**config.mk**
```make
export PLATFORM = sky130hd
export DESIGN_NAME = lsu_mem_responder
export DESIGN_NICKNAME = d
export VERILOG_FILES = /design/src/rtl/lsu_pkg.sv /design/src/rtl/lsu_align.sv /design/src/rtl/lsu_mem_responder.sv
export SDC_FILE = /design/constraint.sdc
export NUM_CORES = 1
export LEC_CHECK = 0
export BUFFER_PORTS_ARGS = -buffer_cell sky130_fd_sc_hd__buf_4
export CORE_MARGIN = 3
export CORE_UTILIZATION = 50
export DETAILED_ROUTE_END_ITERATION = 8
export GPL_TIMING_DRIVEN = 0
export PLACE_DENSITY = 0.81
export SETUP_SLACK_MARGIN = 0.02
export SYNTH_ARGS = -nofsm -noshare
export SYNTH_HDL_FRONTEND = slang
export SYNTH_SLANG_ARGS = --single-unit
```
**constraint.sdc**
```tcl
create_clock -name clk -period 2.45 [get_ports clk]
set_input_delay 0 -clock clk [delete_from_list [all_inputs] [get_ports clk]]
set_output_delay 0 -clock clk [all_outputs]
set_load 0.02 [all_outputs]
```
**src/rtl/lsu_pkg.sv**
```systemverilog
// Shared types and constants for the load/store unit: funct3 decode, FSM states,
// byte-enable patterns and the latched request descriptor.
package lsu_pkg;

    localparam logic [2:0] F3_LB  = 3'b000;
    localparam logic [2:0] F3_LH  = 3'b001;
    localparam logic [2:0] F3_LW  = 3'b010;
    localparam logic [2:0] F3_LBU = 3'b100;
    localparam logic [2:0] F3_LHU = 3'b101;

    localparam logic [3:0] BE_BYTE = 4'b0001;
    localparam logic [3:0] BE_HALF = 4'b0011;
    localparam logic [3:0] BE_WORD = 4'b1111;

    localparam int NUM_LANES = 4;
    localparam int LANE_W    = 8;

    typedef enum logic [1:0] {
        IDLE,
        ACCESS,
        DONE
    } lsu_state_t;

    typedef enum logic [1:0] {
        SZ_B,
        SZ_H,
        SZ_W
    } lsu_size_t;

    // Request fields that must survive past the request cycle for load extraction.
    typedef struct packed {
        logic       we;
        logic [2:0] f3;
        logic [1:0] off;
    } lsu_op_t;

    // Unlisted encodings fall through to a full word.
    function automatic lsu_size_t f3_size(input logic [2:0] f3);
        case (f3)
            F3_LB, F3_LBU: f3_size = SZ_B;
            F3_LH, F3_LHU: f3_size = SZ_H;
            default:       f3_size = SZ_W;
        endcase
    endfunction

endpackage

```
**src/rtl/lsu_align.sv**
```systemverilog
// Combinational lane logic: byte enables, store-data replication, load lane
// select with sign/zero extension, and misalignment detection.
module lsu_align
    import lsu_pkg::*;
(
    input  logic [2:0]                   funct3,
    input  logic [1:0]                   off,
    input  logic [NUM_LANES*LANE_W-1:0]  st_data,
    input  logic [NUM_LANES*LANE_W-1:0]  rdata,
    output logic [NUM_LANES-1:0]         be,
    output logic [NUM_LANES*LANE_W-1:0]  wdata,
    output logic [NUM_LANES*LANE_W-1:0]  ld_ext,
    output logic                         misalign
);

    lsu_size_t sz;
    logic      is_unsigned;
    logic [NUM_LANES-1:0][LANE_W-1:0] rbytes;
    logic [LANE_W-1:0]   byte_sel;
    logic [2*LANE_W-1:0] half_sel;

    assign sz          = f3_size(funct3);
    assign is_unsigned = funct3[2];
    assign rbytes      = rdata;

    always_comb begin
        be       = BE_WORD;
        misalign = 1'b0;
        case (sz)
            SZ_B: begin
                be       = BE_BYTE << off;
                misalign = 1'b0;
            end
            SZ_H: begin
                be       = BE_HALF << {off[1], 1'b0};
                misalign = off[0];
            end
            default: begin
                be       = BE_WORD;
                misalign = |off;
            end
        endcase
    end

    // Narrow stores are replicated so every lane carries the data; be picks the lane.
    for (genvar i = 0; i < NUM_LANES; i++) begin : g_wlane
        always_comb begin
            case (sz)
                SZ_B:    wdata[i*LANE_W +: LANE_W] = st_data[LANE_W-1:0];
                SZ_H:    wdata[i*LANE_W +: LANE_W] = st_data[(i%2)*LANE_W +: LANE_W];
                default: wdata[i*LANE_W +: LANE_W] = st_data[i*LANE_W +: LANE_W];
            endcase
        end
    end

    assign byte_sel = rbytes[off];
    assign half_sel = off[1] ? {rbytes[3], rbytes[2]} : {rbytes[1], rbytes[0]};

    always_comb begin
        case (sz)
            SZ_B:    ld_ext = {{24{~is_unsigned & byte_sel[7]}}, byte_sel};
            SZ_H:    ld_ext = {{16{~is_unsigned & half_sel[15]}}, half_sel};
            default: ld_ext = rdata;
        endcase
    end

endmodule

```
**src/rtl/lsu_mem_responder.sv**
```systemverilog
// Load/store unit FSM: issues one req/ack memory access per request and stalls the core.
// Define LSU_MISALIGN_TRAP_EN to trap misaligned accesses instead of truncating them.
module lsu_mem_responder
    import lsu_pkg::*;
#(
    parameter int ADDR_W  = 32,
    parameter int DATA_W  = 32,
    parameter int TIMEOUT = 255
) (
    input  logic              clk,
    input  logic              rst_n,
    input  logic              ld_req,
    input  logic              st_req,
    input  logic [2:0]        funct3,
    input  logic [ADDR_W-1:0] addr,
    input  logic [DATA_W-1:0] st_data,
    output logic [DATA_W-1:0] ld_data,
    output logic              stall,
    output logic              done,
    output logic              err,
    output logic              m_req,
    output logic              m_we,
    output logic [ADDR_W-1:0] m_addr,
    output logic [3:0]        m_be,
    output logic [DATA_W-1:0] m_wdata,
    input  logic              m_ack,
    input  logic [DATA_W-1:0] m_rdata
);

`ifdef LSU_MISALIGN_TRAP_EN
    localparam bit TRAP_EN = 1'b1;
`else
    localparam bit TRAP_EN = 1'b0;
`endif

    localparam logic [7:0] TO_CNT = 8'(TIMEOUT);

    lsu_state_t        state;
    lsu_op_t           op_q;
    logic [7:0]        cnt;
    logic              req_any;
    logic [2:0]        a_f3;
    logic [1:0]        a_off;
    logic [3:0]        a_be;
    logic [DATA_W-1:0] a_wdata;
    logic [DATA_W-1:0] a_ld;
    logic              a_misalign;

    assign req_any = ld_req | st_req;

    // Core-side request in IDLE, latched descriptor while the access is in flight.
    assign a_f3  = (state == IDLE) ? funct3     : op_q.f3;
    assign a_off = (state == IDLE) ? addr[1:0]  : op_q.off;

    lsu_align u_align (
        .funct3   (a_f3),
        .off      (a_off),
        .st_data  (st_data),
        .rdata    (m_rdata),
        .be       (a_be),
        .wdata    (a_wdata),
        .ld_ext   (a_ld),
        .misalign (a_misalign)
    );

    // Combinational in IDLE so the core freezes in the very cycle it asks.
    assign stall = (state == ACCESS) | ((state == IDLE) & req_any & ~done);

    always_ff @(posedge clk or negedge rst_n) begin
        if (!rst_n) begin
            state   <= IDLE;
            op_q    <= '0;
            cnt     <= '0;
            ld_data <= '0;
            done    <= 1'b0;
            err     <= 1'b0;
            m_req   <= 1'b0;
            m_we    <= 1'b0;
            m_addr  <= '0;
            m_be    <= '0;
            m_wdata <= '0;
        end else begin
            done <= 1'b0;
            err  <= 1'b0;
            case (state)
                IDLE: begin
                    if (req_any) begin
                        op_q <= '{we: st_req, f3: funct3, off: addr[1:0]};
                        cnt  <= '0;
                        if (TRAP_EN && a_misalign) begin
                            state   <= DONE;
                            done    <= 1'b1;
                            err     <= 1'b1;
                            ld_data <= '0;
                        end else begin
                            state   <= ACCESS;
                            m_req   <= 1'b1;
                            m_we    <= st_req;
                            m_addr  <= {addr[ADDR_W-1:2], 2'b00};
                            m_be    <= a_be;
                            m_wdata <= a_wdata;
                        end
                    end
                end
                ACCESS: begin
                    if (m_ack) begin
                        state <= DONE;
                        m_req <= 1'b0;
                        m_we  <= 1'b0;
                        done  <= 1'b1;
                        if (!op_q.we) ld_data <= a_ld;
                    end else if (cnt == TO_CNT) begin
                        state   <= DONE;
                        m_req   <= 1'b0;
                        m_we    <= 1'b0;
                        done    <= 1'b1;
                        err     <= 1'b1;
                        ld_data <= '0;
                    end else begin
                        cnt <= cnt + 8'd1;
                    end
                end
                DONE: begin
                    state <= IDLE;
                end
                default: begin
                    state <= IDLE;
                end
            endcase
        end
    end

endmodule

```
## After elaboration in Yosys (flattened, before gate mapping)

Cells that the tools add are included.

| word-level totals | value |
|---|---|
| bits in registers | 118 |
| latch bits | 0 |
| memory bits (writable) | 0 |
| ROM bits | 0 |
| output and inout bits | 105 |
| logic and storage cells | 82 |
| memories | 0 |

| cells by class | value |
|---|---|
| $add $sub $neg | 1 |
| multipliers | 0 |
| divide/modulo/power cells | 0 |
| order comparisons | 1 |
| eq/ne operators | 11 |
| shifts and indexed selects | 2 |
| mux-type cells | 33 |
| bitwise gates (word level) | 8 |
| reduce and logical (&&, ||, !) cells | 13 |

Operators by type and width:

| operator | count |
|---|---|
| 32-bit two-way mux | 3 |
| 32-bit case mux with 2 select lines | 1 |
| 8-bit two-way mux | 6 |
| 8-bit case mux with 2 select lines | 2 |
| 8-bit binary-select mux with 2-bit select | 1 |
| 16-bit two-way mux | 1 |
| 1-bit two-way mux | 9 |
| 8-bit by 1-bit adder with 8-bit output (second input constant) | 1 |
| 8-bit equality test (second input constant) | 1 |
| 2-bit two-way mux | 4 |
| 2-bit != test (second input constant) | 4 |
| 2-bit case mux with 2 select lines | 2 |
| 4-bit case mux with 2 select lines | 1 |
| 3-bit equality test (second input constant) | 2 |
| 3-bit AND reduction | 2 |
| 2-bit OR reduction | 3 |
| 1-bit AND | 4 |
| 2-bit by 1-bit equality test with 1-bit output (second input constant) | 2 |
| 2-bit zero test | 2 |
| 1-bit case mux with 2 select lines | 2 |
| 2-bit AND reduction | 2 |
| 4-bit AND reduction | 1 |
| 2-bit nonzero test | 2 |
| 1-bit by 2-bit left shift with 4-bit output (first input constant) | 1 |
| 8 further kinds | 10 |

## Depth between registers and ports, before layout

Gate-level depths: netlist (run 1).

| depth | value |
|---|---|
| depth in word-level cells | 9 |
| mapped depth | 8 |

## Modules after synthesis

A second synthesis (run 1) with hierarchy kept.

| second synthesis, totals | value |
|---|---|
| cells, all modules | 640 |
| area total of the unflattened synthesis | 5844.4 um^2 |

By module, submodules not included:

| module | instances | cells an instance | area an instance (um^2) | sequential area each (um^2) |
|---|---|---|---|---|
| lsu_mem_responder | 1 | 448 | 4565.6 | 2952.8 |
| lsu_align | 1 | 192 | 1278.7 | 0.0 |

## Worst setup path before layout (run 1)

No wires, ideal clock.

| timing path | value |
|---|---|
| path type | reg-to-reg |
| start | register state[0] |
| end | register ld_data[27] |
| arrival time | 1920 ps |
| slack | 402 ps |
| stages on the path, launching flop included | 8 |
| buffers on the path | 2 |
| clock period less this slack | 2048 ps |
| cell sequence | dfrtp_1 or2_1 buf_6 mux2i_4 mux2_4 a31oi_4 buf_6 o211ai_2 |

| between the ends | value |
|---|---|
| word-level cells in the longest chain between the ends | 9 |

RTL lines:

| item | RTL line | RTL |
|---|---|---|
| start, declared | lsu_mem_responder.sv:38 | `lsu_state_t state;` |
| start signal, assigned | lsu_mem_responder.sv:71 | `state <= IDLE;` |
| start signal, assigned | lsu_mem_responder.sv:91 | `state <= DONE;` |
| start signal, assigned | lsu_mem_responder.sv:96 | `state <= ACCESS;` |
| 2-bit zero test | lsu_mem_responder.sv:52, lsu_mem_responder.sv:53 |  |
| 3-bit two-way mux | lsu_mem_responder.sv:52 | `assign a_f3 = (state == IDLE) ? funct3 : op_q.f3;` |
| 3-bit by 1-bit equality test with 1-bit output, or another cell as far along | lsu_pkg.sv:39 | `case (f3)` |
| 2-bit OR reduction | lsu_pkg.sv:39 |  |
| 2-bit case mux with 2 select lines | lsu_pkg.sv:39 |  |
| 2-bit by 1-bit equality test with 1-bit output or 2-bit zero test (tied branches) | lsu_align.sv:60 | `case (sz)` |
| 32-bit case mux with 2 select lines | lsu_align.sv:60 |  |
| 32-bit two-way mux | lsu_mem_responder.sv:111 | `if (!op_q.we) ld_data <= a_ld;` |
| 32-bit two-way mux | lsu_mem_responder.sv:106 | `if (m_ack) begin` |
| end signal, assigned | lsu_mem_responder.sv:111 |  |
| end, declared | lsu_mem_responder.sv:17 | `output logic [DATA_W-1:0] ld_data,` |

Parallel ways exist; a longest one is shown, timed or not. The select of a mux whose other input is x is not followed.
A chain may end at the register's enable or synchronous reset.

## Worst setup path in the final report (run 1)

| timing path | value |
|---|---|
| start | register state[0] |
| end | register ld_data[11] |

Same word-level chain as after synthesis.

==> results of run 1 <==
[worst paths after layout]
kind | to | slack, ps | cells past startpoint
worst max-delay path | ld_data[11] | 70 | 7
worst min-delay path | ld_data[4] | 60 | 4
worst max register to register | ld_data[11] | 70 | 7
worst min register to register | m_addr[30] | 490 | 2
max in group asynchronous | op_q[2] | 1460 | 4
min in group asynchronous | ld_data[16] | 530 | 4
[synth_stat cells, types with 2 or more instances]
cell / number
a21o_1: 5
nand4_1: 9
nor4b_1: 3
nand2_1: 200
nor2_1: 21
a31oi_1: 10
buf_6: 4
inv_1: 12
xor2_1: 2
o21a_1: 2
buf_2: 8
o211ai_2: 10
buf_4: 3
a221o_1: 7
xnor2_1: 4
a31oi_4: 2
nor2b_1: 2
a22oi_1: 8
clkbuf_1: 23
a211oi_1: 2
nor3_1: 4
a221oi_1: 2
a222oi_1: 9
mux2i_1: 15
o211ai_1: 15
o21ai_0: 49
mux2_2: 2
dfrtp_1: 118
nand3_1: 20
[state kept, by name, indices dropped and copies added (netlist names), 2 cells and up]
register,count
m_addr,30
m_wdata,32
m_be,4
op_q,6
cnt,8
state,2
ld_data,32
[cell families after synthesis]
group | Yosys count | share of synthesized area [%]
multiplexers | 19 | 3.75
other | 1 | 0.0669
XOR/XNOR | 6 | 0.938
adder cells (fa/ha/maj) | 1 | 0.223
flip-flops | 118 | 52.7
AO/OA/AOI/OAI | 132 | 17.6
AND/OR/NAND/NOR | 271 | 20.4
buffers and inverters | 51 | 4.33
[stage by stage]
step / std cells / hold WS [ps]
final: 1091 / 63.2
after global routing: 1091 / 88.4
after CTS: 1085 / 47.6
after detailed placement: 947 / -117
after global placement: 946 / 190
after floorplan: 600 / -296
[cell type report]
class / count / area (um^2) / area share (%)
diodes: 1 / 2.50 / 0.0273
clock buffers: 22 / 473 / 5.17
well taps: 140 / 175 / 1.91
inverters: 12 / 45.0 / 0.492
flip-flops and latches: 118 / 2950 / 32.3
plain buffers: 39 / 204 / 2.23
multi-input cells: 431 / 2470 / 27.0
repair buffers: 320 / 2710 / 29.6
clock inverters: 8 / 123 / 1.34
[power by group through the flow]
| stage | combinational, uW | clock (uW) | sequential (uW) |
|---|---|---|---|
| 6_report | 6470 | 2540 | 3440 |
| 3_5_place_dp | 5710 | 0 | 3360 |
| 3_3_place_gp | 5540 | 0 | 3320 |
| 2_1_floorplan | 2460 | 0 | 4230 |
| 4_1_cts | 6010 | 2500 | 3360 |
| 5_1_grt | 6840 | 2610 | 3510 |
[what timing repair did]
action | in CTS | in global routing
cloned | 0 | 0
pin swaps | 0 | 5
endpoints found under the setup margin | 1 | 35
resized for setup | 4 | 20
setup buffers | 0 | 5
endpoints found under the hold margin | 225 | 0
hold buffers | 108 | 0
[per-layer routing]
layer	vias up	track usage, %
li1	2771	-
met1	3125	40.8
met2	579	63.3
met3	169	9.73
met4	0	24.3
met5	-	0
[critical path: stages, from the launching register on]
cell	delay (ps)
dfrtp_1	410
or2_1	250
buf_6	140
mux2_4	330
o21ai_4	270
a22oi_1	160
dlygate4sd3_1	590
o211ai_1	160
==> impl_metrics.toml, run 1 <==
[synthesis]
syn_area_um2 = 5600
yosysTopAreaCell = "dfrtp_1"
ys_warn_count = 0
synth-edff-count = 0
avgSynthCellArea_um2 = 9.35
synth_top_area_share_pct = 52.7
syn_inst = 599
ys.flop_type = "dfrtp_1"
yosys_register_bits = 118
ys_seq_area_share_pct = 52.7
yosys-top-cells-area = "dfrtp_1, nand2_1, o21ai_0, mux2i_1, o211ai_2"
synthArstFlopShare_pct = 100
synth.distinct_cells = 57

[pwr]
vdd_drop_max_v = 0.000860
switchingPower_uw = 5490
p_int_uw = 6970
clkPwrFrac_pct = 20.4
switching_share_pct = 44.1
power_density_nw_per_um2 = 1360
p_leak_uw = 0.00451
power.share.sequential_pct = 27.6
comb_power_share_pct = 52.0
total_power_uw = 12500

[timing]
fin_crit_sh_pct = 97.3
setup_viol = 0
hold_violations = 0
post-route-min-period_ps = 2380
setup_tns_ps = 0
setup_slack_ps = 66.6
rsz0062_at_grt = "false"
fin_skew_ps = 5.48
fmax_mhz = 420
max_slew_margin_pct = 53.2
slew_viol_final = 0
worstMarginPinSlew_ps = 692

[detailed_routing]
wl_met1_um = 7960
drt-wirelength-per-cell_um = 21.7
wl_um = 23600
drtAntennaViolNets = 0
top_layer = "met4"
viasPerCell = 6.09
drc_errors = 0
wl_met2_um = 11600
vias = 6644
wl_met3_um = 2370
drt_pass1_iterations = 6
first_iter_violations = 748

[placed_design]
port_buffers = 206
gp_congestion = 0.950
placed_cell_area_um2 = 7360
pre_cts_ws_ps = 145
dpl.hpwl_um = 13900

[grt]
grt_max_degree = 93
grt_overflow_total = 0
grt_usage_pct = 37.1
grt_pass1_wl_um = 36400
grt_antenna_before_repair = 1
grt_pass1_vias = 6979

[clocking]
clkSlewWorstSetupHoldPaths_ps = 60
cts_num_sinks = 118
cts_tree = "yes"
clock_path_buffers = 2
clkLatencyLatePin_ps = 520
cts_made_buffers = 17
ctsRootBufferMaster = "clkbuf_8"
htreeDepth = 4

[finish]
final_area_um2 = 9150
layout_commonest_cell = "buf_4"
n_fill_cell = 543
area_growth_pct = 63.4
drive_gt1_share_pct = 30.5
layout_common_cells = "buf_4, nand2_1, dfrtp_1"
fin_util_pct = 84.1
num-nets-final = 1044

[critical_path]
crit-reg2reg-launch = "state[0]"
crit_type = "register to register"
cp.arrival_ps = 2820
crit_fanout = 7
end_kind = "register"
cp-start-kind = "register"
startpoint = "state[0]"
required_ps = 2890

[floorplan]
start_util_pct = 51.4
ios = 209
row_count = 38
die_y_um = 112
die_area_um2 = 12500
fp.dieW_um = 112
core_um2 = 10900

[status]
status = "finished clean"

[hold_path]
hold_path.startpoint = "m_rdata[12]"
min_path_type = "input port to register"

[job]
drv_cap = 0
Power figures use the tool's default switching activity.
==> run 2: changes to the inputs <==
--- a/config.mk
+++ b/config.mk
@@ -10,8 +10,9 @@
 export CORE_UTILIZATION = 50
 export DETAILED_ROUTE_END_ITERATION = 8
 export GPL_TIMING_DRIVEN = 0
-export PLACE_DENSITY = 0.81
+export PLACE_DENSITY = 0.8
 export SETUP_SLACK_MARGIN = 0.02
 export SYNTH_ARGS = -nofsm -noshare
 export SYNTH_HDL_FRONTEND = slang
+export SYNTH_HIERARCHICAL = 1
 export SYNTH_SLANG_ARGS = --single-unit
==> run 2 against run 1 <==
Effect of this change:
- worst hold slack worse by 52 ps
- global-route usage decreased by 5.5 points
- flip-flop and latch count unchanged
- sequential share of layout area down 0.18 points
- sequential power barely moved
- final cell count grew 2.2%
- synthesized cell count increased by 6.3%
- via count down 7.4%
- register-to-register slack better by 20 ps
- critical path depth is 1 higher
- combinational power rose by 7.6%
- critical endpoint is now ld_data[5]
==> impl_metrics.toml, run 2 <==
[clocking]
ctsRootBufferMaster = "clkbuf_16"
cts_tree = "yes"
clock_path_buffers = 2
cts_made_buffers = 17
cts_num_sinks = 118
clkLatencyLatePin_ps = 410
clkSlewWorstSetupHoldPaths_ps = 60
htreeDepth = 4

[synthesis]
ys_warn_count = 6
syn_inst = 637
syn_area_um2 = 5830
avgSynthCellArea_um2 = 9.16

[critical_path]
cp.arrival_ps = 2650
crit_type = "register to register"
r2r-end = "ld_data[5]"
end_kind = "register"
reg2reg_slack_ps = 90
startpoint = "state[1]"
cp-start-kind = "register"
crit_fanout = 10
r2r.worst_path.cells = 8
crit-reg2reg-launch = "state[1]"
required_ps = 2740

[floorplan]
die_y_um = 114
die_area_um2 = 13000
fp.dieW_um = 114
ios = 209
start_util_pct = 52.4
row_count = 38
core_um2 = 11100

[finish]
layout_common_cells = "nand2_1, buf_4, dfrtp_1"
area_growth_pct = 57.9
num-nets-final = 1067
n_antenna_cell = 0
top_regs = "ld_data: 32 flops, m_wdata: 32 flops, m_addr: 30 flops"
fin_util_pct = 82.8
drive_gt1_share_pct = 31.9
n_fill_cell = 668
layout_commonest_cell = "nand2_1"

[grt]
grt_antenna_before_repair = 0
grt_overflow_total = 0
grt_max_degree = 100
grt_usage_pct = 31.7
grt_pass1_vias = 6521
grt_pass1_wl_um = 32100

[detailed_routing]
wl_met3_um = 1820
wl_um = 20700
top_layer = "met4"
drt-wirelength-per-cell_um = 18.6
drt_pass1_iterations = 5
wl_met1_um = 7880
vias = 6153
drc_errors = 0
viasPerCell = 5.52
wl_met2_um = 10400
first_iter_violations = 479
drtAntennaViolNets = 0

[timing]
hold_violations = 0
fin_skew_ps = 9.70
setup_viol = 0
worstMarginPinSlew_ps = 853
post-route-min-period_ps = 2360
holdWs_ps = 11.0
setup_tns_ps = 0
max_slew_margin_pct = 42.9
rsz0062_at_grt = "false"
fmax_mhz = 424
fin_crit_sh_pct = 96.3
slew_viol_final = 0
setup_slack_ps = 90.7

[pwr]
power_density_nw_per_um2 = 1410
p_leak_uw = 0.00480
vdd_drop_max_v = 0.000868

[placed_design]
pre_cts_ws_ps = -159
port_buffers = 206
gp_congestion = 0.934
dpl.hpwl_um = 13200

[hold_path]
hold_path.startpoint = "m_rdata[11]"
holdPathStages = 4
min_to = "ld_data[11]"
min_path_type = "input port to register"

[job]
drv_cap = 0

[status]
status = "finished clean"
[run 2: worst max-delay path by stage]
stage | endpoint | slack [ps] | cells after the start
6_report | ld_data[5] | 90 | 8
5_1_grt | ld_data[6] | 5 | 8
4_1_cts | ld_data[29] | 20 | 8
3_5_place_dp | ld_data[29] | -160 | 8
3_3_place_gp | ld_data[28] | -120 | 8
2_1_floorplan | ld_data[21] | 170 | 8
[run 2: power breakdown]
part | leakage, uW | switching (uW) | internal [uW] | total (uW)
clock network | 0.000298 | 880 | 1750 | 2640
registers | 0.00147 | 586 | 2830 | 3410
logic | 0.00303 | 4030 | 2930 | 6960
[run 2: cell type report]
type,count,area (um^2),share of cell area [%]
Buffer,51,289,3.14
Timing Repair Buffer,305,2550,27.7
Multi-Input combinational cell,463,2600,28.3
Sequential cell,118,2950,32.1
Clock buffer,24,472,5.12
Clock inverter,8,146,1.59
Tap cell,140,175,1.90
Inverter,6,22.5,0.245
[run 2: repair_timing]
action                                  4_1_cts  5_1_grt
endpoints found under the setup margin       28       35
hold endpoints to repair                    200        0
buffers inserted                              4        5
pin swaps                                     3        3
gates cloned                                  0        1
hold buffers                                 88        0
gates resized for setup                       2        9
[run 2: routing by layer]
metal	track usage [%]	vias to the layer above
li1	-	2798
met1	36.4	2927
met2	55.0	358
met3	8.28	70
met4	15.0	0
met5	0	-
[run 2: per-stage QoR]
step	instances	cell area [um^2]	power [uW]
after floorplan	638	5840	7300
after global placement	984	7560	9570
after detailed placement	985	7590	9750
after CTS	1109	9140	12700
after global routing	1115	9210	13700
final	1115	9210	13000
[run 2: worst max-delay path: stages (launching register included)]
cell and delay (ps):
dfrtp_2 440, nor2_4 150, buf_12 130, mux2_2 320, buf_4 190, and2b_2 290, o21bai_4 120, a221o_1 380
a22o_1 210
==> run 3: changes to the inputs <==
--- a/config.mk
+++ b/config.mk
@@ -6,7 +6,6 @@
 export NUM_CORES = 1
 export LEC_CHECK = 0
 export BUFFER_PORTS_ARGS = -buffer_cell sky130_fd_sc_hd__buf_4
-export CORE_MARGIN = 3
 export CORE_UTILIZATION = 50
 export DETAILED_ROUTE_END_ITERATION = 8
 export GPL_TIMING_DRIVEN = 0
==> run 3 against run 2 <==
Effect of this change:
- critical path depth stayed put
- largest power group unchanged
- worst hold slack gained 4.0 ps
- critical endpoint is now ld_data[1]
- wire length is 4.2% lower
==> impl_metrics.toml, run 3 (same netlist as run 2, synthesis figures left out) <==
[finish]
area_growth_pct = 59.5
final_area_um2 = 9300
final_cells = 1122
num-nets-final = 1071
top_regs = "ld_data: 32 flops, m_wdata: 32 flops, m_addr: 30 flops"
n_antenna_cell = 0
drive_gt1_share_pct = 32.2
layout_commonest_cell = "nand2_1"
layout_common_cells = "nand2_1, buf_4, dfrtp_1"

[grt]
grt_max_degree = 78
grt_pass1_vias = 6109
grt_usage_pct = 33.1
grt_pass1_wl_um = 30000
grt_overflow_total = 0
grt_antenna_before_repair = 0

[timing]
fin_crit_sh_pct = 96.5
post-route-min-period_ps = 2360
rsz0062_at_grt = "false"
setup_viol = 0
holdWs_ps = 15.0
fin_skew_ps = 9.03
fmax_mhz = 423
slew_viol_final = 0
max_slew_margin_pct = 51.1
setup_slack_ps = 86.1
worstMarginPinSlew_ps = 726
hold_violations = 0

[critical_path]
cp.arrival_ps = 2660
cp-start-kind = "register"
crit_type = "register to register"
end_kind = "register"
crit_fanout = 10
required_ps = 2750

[detailed_routing]
drtAntennaViolNets = 0
vias = 6136
wl_um = 19900
drt_pass1_iterations = 9
drc_errors = 0
first_iter_violations = 467
viasPerCell = 5.47
drt-wirelength-per-cell_um = 17.7

[pwr]
switching_share_pct = 41.7
power_density_nw_per_um2 = 1410
p_leak_uw = 0.00484
total_power_uw = 13100
switchingPower_uw = 5460
clkPwrFrac_pct = 21.1
p_int_uw = 7620
comb_power_share_pct = 52.9
power.share.sequential_pct = 26.0
vdd_drop_max_v = 0.000862

[status]
status = "finished clean"

[clocking]
clock_path_buffers = 2
clkSlewWorstSetupHoldPaths_ps = 60
clkLatencyLatePin_ps = 420
cts_made_buffers = 17
cts_tree = "yes"
htreeDepth = 4
cts_num_sinks = 118
ctsRootBufferMaster = "clkbuf_16"

[floorplan]
fp.dieW_um = 110
die_y_um = 110
die_area_um2 = 12100
start_util_pct = 51.3
core_um2 = 11400
row_count = 39
ios = 209

[placed_design]
gp_congestion = 0.884
placed_cell_area_um2 = 7590
dpl.cell_count = 988
port_buffers = 206
pre_cts_ws_ps = -126
dpl.hpwl_um = 12900

[job]
drv_cap = 0

[hold_path]
min_path_type = "input port to register"
## run 3: changes by cell type in the layout (fill, tap and decap cells not counted)
cell           delta
nor2_1            -1
clkbuf_1          -5
inv_6             +1
dlygate4sd3_1     +6
clkinv_4          +1
buf_4             +1
mux2_2            -1
buf_6             -1
mux2_4            +1
buf_2             -1
clkinv_2          +1
bufinv_16         +1
nor2_2            +1
## run 3: area by class of cell
cell class	count	area, um^2
repair buffers	310	2600
plain buffers	50	288
inverters	6	22.5
flip-flops and latches	118	2950
clock inverters	12	199
well taps	143	179
multi-input cells	463	2610
clock buffers	20	457
fillers	659	2070
## run 3: path summary, 6_finish.rpt
path,start,end,slack (ps),depth (start not counted)
max reg2reg,state[1],ld_data[1],90,8
max,state[1],ld_data[1],90,8
min,m_rdata[26],ld_data[26],20,4
min in group asynchronous,rst_n,m_addr[10],100,2
max in group asynchronous,rst_n,state[1],1630,3
min reg2reg,m_wdata[15],m_wdata[15],480,2
## run 3: metal layers
metal	up-vias	GRT usage (%)	part of all wire, %
met3	53	7.88	8.2
met1	2905	39.4	39
met4	0	14.4	3.0
li1	2808	-	-
met2	370	57.1	50
met5	-	0	0
## run 3: repair_timing
item,in CTS,in global routing
hold buffers,94,0
gates cloned,0,1
gates resized for setup,3,11
endpoints found under the setup margin,26,30
buffers inserted,2,6
hold endpoints to repair,211,0
pin swaps,2,3
## run 3: worst max-delay path: stages (launching register included)
cell and delay [ps]:
dfrtp_2 440, nor2_4 160, buf_12 130, mux2_2 320, buf_4 190, and2b_2 280
o21bai_4 110, a221o_1 390, a22o_1 220
## run 3: per-stage QoR
| step | utilization (%) | setup TNS [ps] |
|---|---|---|
| after floorplan | - | 0 |
| after global placement | 66.5 | -905 |
| after detailed placement | 66.8 | -1280 |
| after CTS | 81.1 | 0 |
| after global routing | 81.8 | 0 |
| final | 81.8 | 0 |
## run 3: power groups by stage
| stage | logic, uW | registers, uW | clock network (uW) |
|---|---|---|---|
| after floorplan | 3060 | 4240 | 0 |
| after global placement | 6210 | 3340 | 0 |
| after detailed placement | 6350 | 3380 | 0 |
| after CTS | 6570 | 3380 | 2780 |
| after global routing | 7400 | 3490 | 2870 |
| final | 6920 | 3400 | 2750 |
